### src/rtl/cpu_defs.sv
// Shared CPU definitions: datapath widths, PC step and the fetch state encoding.
package cpu_defs;

  localparam int unsigned INSTR_W = 32;
  localparam int unsigned PC_STEP = 4;
  localparam logic [INSTR_W-1:0] DEFAULT_RESET_PC = '0;

  typedef enum logic [1:0] {
    IDLE  = 2'd0,
    REQ   = 2'd1,
    WRITE = 2'd2
  } fetch_state_t;

endpackage

### src/rtl/instr_fetch_if.sv
// Instruction-memory read port: fetch unit is master, memory is slave.
interface instr_fetch_if;
  import cpu_defs::*;

  logic               mem_req;
  logic [INSTR_W-1:0] mem_addr;
  logic               mem_ready;
  logic [INSTR_W-1:0] mem_rdata;

  modport master (
    output mem_req,
    output mem_addr,
    input  mem_ready,
    input  mem_rdata
  );

  modport slave (
    input  mem_req,
    input  mem_addr,
    output mem_ready,
    output mem_rdata
  );

endinterface

### src/rtl/instr_fetch_pc_reg.sv
// Program counter: async active-low reset, parallel load, and +PC_STEP increment.
module pc_reg
  import cpu_defs::*;
#(
  parameter logic [INSTR_W-1:0] RESET_PC = DEFAULT_RESET_PC
) (
  input  logic               clk,
  input  logic               reset,
  input  logic               load,
  input  logic               inc,
  input  logic [INSTR_W-1:0] load_val,
  output logic [INSTR_W-1:0] pc
);

  always_ff @(posedge clk or negedge reset) begin
    if (!reset) begin
      pc <= RESET_PC;
    end else if (load) begin
      pc <= load_val;
    end else if (inc) begin
      pc <= pc + INSTR_W'(PC_STEP);
    end
  end

endmodule

### src/rtl/instr_fetch.sv
// Multicycle instruction fetch sequencer (IDLE -> REQ -> WRITE) with request timeout.
// Define FETCH_COUNT_EN to add the fetch_count output counting completed fetches.
module instr_fetch
  import cpu_defs::*;
#(
  parameter logic [31:0] RESET_PC       = DEFAULT_RESET_PC,
  parameter int unsigned TIMEOUT_CYCLES = 16,
  parameter int unsigned TIMEOUT_W      = 5
) (
  input  logic          clk,
  input  logic          reset,
  input  logic          start,
  input  logic          pc_load,
  input  logic [31:0]   pc_in,
  instr_fetch_if.master mem,
  output logic [31:0]   instr_out,
  output logic          ir_write,
  output logic [31:0]   pc_out,
  output logic          busy,
  output logic          done,
  output logic          fault
`ifdef FETCH_COUNT_EN
  ,
  output logic [31:0]   fetch_count
`endif
);

  fetch_state_t         state;
  logic [TIMEOUT_W-1:0] wait_cnt;
  logic [TIMEOUT_W-1:0] wait_next;
  logic [31:0]          sel_pc;
  logic                 pc_ld;
  logic                 pc_inc;

  // A same-cycle pc_load takes priority, so the fetch address is the new target.
  assign sel_pc    = pc_load ? pc_in : pc_out;
  assign pc_ld     = (state == IDLE) && pc_load;
  assign pc_inc    = (state == WRITE);
  assign wait_next = wait_cnt + 1'b1;

  pc_reg #(
    .RESET_PC (RESET_PC)
  ) u_pc_reg (
    .clk      (clk),
    .reset    (reset),
    .load     (pc_ld),
    .inc      (pc_inc),
    .load_val (pc_in),
    .pc       (pc_out)
  );

  always_ff @(posedge clk or negedge reset) begin
    if (!reset) begin
      state        <= IDLE;
      wait_cnt     <= '0;
      instr_out    <= '0;
      mem.mem_req  <= 1'b0;
      mem.mem_addr <= '0;
      ir_write     <= 1'b0;
      done         <= 1'b0;
      fault        <= 1'b0;
      busy         <= 1'b0;
    end else begin
      ir_write <= 1'b0;
      done     <= 1'b0;
      fault    <= 1'b0;
      case (state)
        IDLE: begin
          if (start) begin
            if (sel_pc[1:0] != 2'b00) begin
              fault <= 1'b1;
            end else begin
              state        <= REQ;
              mem.mem_req  <= 1'b1;
              mem.mem_addr <= sel_pc;
              busy         <= 1'b1;
              wait_cnt     <= '0;
            end
          end
        end
        REQ: begin
          if (mem.mem_ready) begin
            instr_out   <= mem.mem_rdata;
            mem.mem_req <= 1'b0;
            ir_write    <= 1'b1;
            done        <= 1'b1;
            state       <= WRITE;
          end else begin
            wait_cnt <= wait_next;
            if (wait_next == TIMEOUT_W'(TIMEOUT_CYCLES)) begin
              mem.mem_req <= 1'b0;
              fault       <= 1'b1;
              busy        <= 1'b0;
              state       <= IDLE;
            end
          end
        end
        WRITE: begin
          busy  <= 1'b0;
          state <= IDLE;
        end
        default: begin
          mem.mem_req <= 1'b0;
          busy        <= 1'b0;
          state       <= IDLE;
        end
      endcase
    end
  end

`ifdef FETCH_COUNT_EN
  always_ff @(posedge clk or negedge reset) begin
    if (!reset) begin
      fetch_count <= '0;
    end else if (state == WRITE) begin
      fetch_count <= fetch_count + 32'd1;
    end
  end
`endif

endmodule

### src/flat_wrapper.sv
// flat-port wrapper written by rule: the top's interface ports become plain ports
module instr_fetch_flat import cpu_defs::*;
#(
  parameter logic [31:0] RESET_PC       = DEFAULT_RESET_PC,
  parameter int unsigned TIMEOUT_CYCLES = 16,
  parameter int unsigned TIMEOUT_W      = 5
)
  (clk, reset, start, pc_load, pc_in, instr_out, ir_write, pc_out, busy, done, fault, mem_mem_req, mem_mem_addr, mem_mem_ready, mem_mem_rdata);
  instr_fetch_if mem_i ();
  input  logic clk;
  input  logic reset;
  input  logic start;
  input  logic pc_load;
  input  logic [31:0] pc_in;
  output logic [31:0] instr_out;
  output logic ir_write;
  output logic [31:0] pc_out;
  output logic busy;
  output logic done;
  output logic fault;
  output wire logic [$bits(mem_i.mem_req)-1:0] mem_mem_req;
  output wire logic [$bits(mem_i.mem_addr)-1:0] mem_mem_addr;
  input wire logic [$bits(mem_i.mem_ready)-1:0] mem_mem_ready;
  input wire logic [$bits(mem_i.mem_rdata)-1:0] mem_mem_rdata;
  assign mem_mem_req = mem_i.mem_req;
  assign mem_mem_addr = mem_i.mem_addr;
  assign mem_i.mem_ready = mem_mem_ready;
  assign mem_i.mem_rdata = mem_mem_rdata;
  instr_fetch #(.RESET_PC(RESET_PC), .TIMEOUT_CYCLES(TIMEOUT_CYCLES), .TIMEOUT_W(TIMEOUT_W)) u_core (.clk(clk), .reset(reset), .start(start), .pc_load(pc_load), .pc_in(pc_in), .mem(mem_i), .instr_out(instr_out), .ir_write(ir_write), .pc_out(pc_out), .busy(busy), .done(done), .fault(fault));
endmodule
### config.mk
export PLATFORM = sky130hd
export DESIGN_NAME = instr_fetch_flat
export DESIGN_NICKNAME = d
export VERILOG_FILES = /design/src/rtl/cpu_defs.sv /design/src/rtl/instr_fetch_if.sv /design/src/rtl/instr_fetch_pc_reg.sv /design/src/rtl/instr_fetch.sv /design/src/flat_wrapper.sv
export SDC_FILE = /design/constraint.sdc
export NUM_CORES = 1
export LEC_CHECK = 0
export CAP_MARGIN = 20
export CORE_MARGIN = 4
export CORE_UTILIZATION = 48
export CTS_BUF_LIST = sky130_fd_sc_hd__clkbuf_2 sky130_fd_sc_hd__clkbuf_4 sky130_fd_sc_hd__clkbuf_8
export DETAILED_ROUTE_END_ITERATION = 6
export PLACE_DENSITY_LB_ADDON = 0.05
export SLEW_MARGIN = 15
export SYNTH_ARGS = -nofsm -noshare
export SYNTH_HDL_FRONTEND = slang
export SYNTH_SLANG_ARGS = --single-unit
### constraint.sdc
create_clock -name clk -period 2.3 [get_ports clk]
set_input_delay 0.46 -clock clk [delete_from_list [all_inputs] [get_ports clk]]
set_output_delay 0.46 -clock clk [all_outputs]
set_load 0.02 [all_outputs]
==> run summary <==
# fillers = 840
CTS root buf = clkbuf_8
Post-CTS Setup Inserts = 0
most frequent cells in the layout = clkdlybuf4s50_1, dfrtp_1, nand2_1, o21ai_0, a21oi_1
drt total wl = 15.1 mm
via-per-instance ratio = 5.65
Pleak = 0.00312 uW
syn_area_per_cell = 10.2 um^2
fin nets = 765
register area = 2680 um^2
post-DR wirelength/cell = 18.1 um
Die Span X = 113 um
IO Pins = 170
Resized Gates After CTS = 0
first-pass GRT wire length = 25.1 mm
vias in the first global route = 4,836
Synthesized Nets = 594
Clock Latency Late Sink = 0.37 ns
1st-pass router iterations = 5
status = complete, no violations
Yosys reg bits = 107
Sink Count = 107
area of the multi-input gates = 2440 um^2
worst vdd ir = 0.000612 V
Worst Path Class, Setup = flip-flop to flip-flop
die area = 12,800 um^2
largest net degree at the start of global routing = 50
post-synthesis cell count = 523
CTS HTree Levels = 3
Placer Congestion = 0.916
final hold vios = 0
Max Freq = 0.470 GHz
Max-slew headroom = 0.681
Setup violations, final = 0
R2R depth = 6
Total Power = 8940 uW
most common cell after layout, fill and taps aside = clkdlybuf4s50_1
Mapped Area = 5320 um^2
power per cell area = 1200 nW/um^2
HPWL Detailed = 11.4 mm
# DRC = 0
Layout area overhead = 40.0%
largest delay contributor family on the critical path = simple AND/OR/NAND/NOR gates
CTS buffer count = 9
Worst Setup Start Kind = flip-flop
Tmin final = 2.13 ns
Crit path largest cell delay = 0.45 ns
ys flop type = dfrtp_1
number of synthesized flops with an enable pin = 0
CTS tree = yes
crit path DAT = 2.44 ns
register area share after synthesis = 0.504
Synth cell types = 59
diode count = 0
CTS max path bufs = 2
Starting Density = 0.490
Critical Path Sink Type = flip-flop
period utilization = 0.925
CP dominant cell by count = nand3_1
worst path bufs/invs = 0
RSZ-0062 raised after global routing = no
Worst Path Required = 2.62 ns
share of layout cells above drive strength 1 = 0.129
Starting DRT DRC Count = 337
# hold bufs at CTS = 0
Routed Antenna Nets = 0
chip height = 113 um
Max FO, Critical Path = 6
GRT Overall Usage = 0.243
CP Cell Sequence = ha_1, and4_1, nand3_1, or3_1, or4_1, nand3_1
PortBufs = 169
async set or reset register ratio after synthesis = 1.00
initial antenna violation count = 0
setup TNS = 0 ns
number of max-cap violations = 0
CORE AREA = 10,800 um^2
CTS clock-pin slew for the worst setup and hold paths = 0.12 ns
Crit. path cell count = 6
Slew Limit Fails = 0
Setup Skew = 0.0138 ns
via count = 4,744
Worst Hold Class = input pin to async pin
total gr overflow = 0
Worst Tran Pin Value = 0.478 ns
FP Rows = 38
CP max stage cell = dfrtp_1
yosys synthesis warning count = 0
## cells by family after synthesis
kind of cell,synth area share
AO/OA/AOI/OAI,0.144
buffers and inverters,0.0374
multiplexers,0.134
flip-flops,0.504
XOR/XNOR,0.00330
AND/OR/NAND/NOR,0.173
adder cells (fa/ha/maj),0.00471
## layout make-up
type,count,area share
Clock buffer,10,0.0185
Clock inverter,6,0.00908
Inverter,9,0.00454
Multi-Input combinational cell,373,0.328
Sequential cell,107,0.360
Tap cell,140,0.0235
Timing Repair Buffer,194,0.257
## synth_stat cells, drive strengths merged, types with 2 or more instances
master | instances | share of area
nand3b | 2 | 0.0028
o2bb2a | 4 | 0.0075
nor2 | 31 | 0.022
buf | 13 | 0.014
a22oi | 3 | 0.0042
nand3 | 23 | 0.022
xor2 | 2 | 0.0033
nand4 | 10 | 0.015
dfrtp | 107 | 0.50
mux2 | 33 | 0.070
inv | 9 | 0.0064
or2 | 2 | 0.0024
or4 | 2 | 0.0035
a31oi | 3 | 0.0035
o21ai | 49 | 0.046
and4 | 5 | 0.0087
and3 | 3 | 0.0038
or3 | 4 | 0.0047
nor3b | 4 | 0.0056
o22ai | 12 | 0.014
nand2 | 63 | 0.046
nor4 | 9 | 0.019
o31ai | 2 | 0.0028
a211oi | 3 | 0.0042
mux2i | 34 | 0.064
ha | 2 | 0.0047
o32ai | 2 | 0.0033
nand2b | 3 | 0.0035
o22a | 4 | 0.0066
clkbuf | 21 | 0.017
and2 | 3 | 0.0035
nand4b | 2 | 0.0033
nor3 | 5 | 0.0047
a21oi | 37 | 0.035
## path summary, 6_finish.rpt
check	start	endpoint	slack [ns]
max	u_core.u_pc_reg.pc[2]	u_core.u_pc_reg.pc[30]	0.17
min reg2reg	u_core.mem.mem_addr[8]	u_core.mem.mem_addr[8]	0.49
min	reset	u_core.instr_out[31]	0.02
max reg2reg	u_core.u_pc_reg.pc[2]	u_core.u_pc_reg.pc[30]	0.17
min in group clk	u_core.mem.mem_addr[8]	u_core.mem.mem_addr[8]	0.49
max in group asynchronous	reset	u_core.busy	1.61
## per-layer routing
| layer | track usage | vias up | part of all wire |
|---|---|---|---|
| met5 | 0 | - | 0 |
| met4 | 0.0649 | 0 | 0.015 |
| met3 | 0.0503 | 22 | 0.067 |
| met2 | 0.389 | 184 | 0.48 |
| met1 | 0.337 | 2294 | 0.43 |
| li1 | - | 2244 | - |
## metrics by stage
| step | utilization | instances | area (um^2) | setup WS, ns | hold WS [ns] |
|---|---|---|---|---|---|
| 2_1_floorplan | - | 523 | 5320 | 0.303 | 0.164 |
| 3_3_place_gp | 0.667 | 823 | 7240 | 0.237 | 0.450 |
| 3_5_place_dp | 0.667 | 823 | 7240 | 0.198 | 0.448 |
| 4_1_cts | 0.686 | 839 | 7440 | 0.206 | 0.0320 |
| 5_1_grt | 0.686 | 839 | 7440 | 0.0730 | 0.0449 |
| 6_report | 0.686 | 839 | 7440 | 0.172 | 0.0248 |
## where the power goes
group	switching (uW)	internal [uW]
clock	700	458
sequential	665	2650
combinational	2300	2160
total	3660	5280
Note: power is estimated with default switching activity, not from simulation.
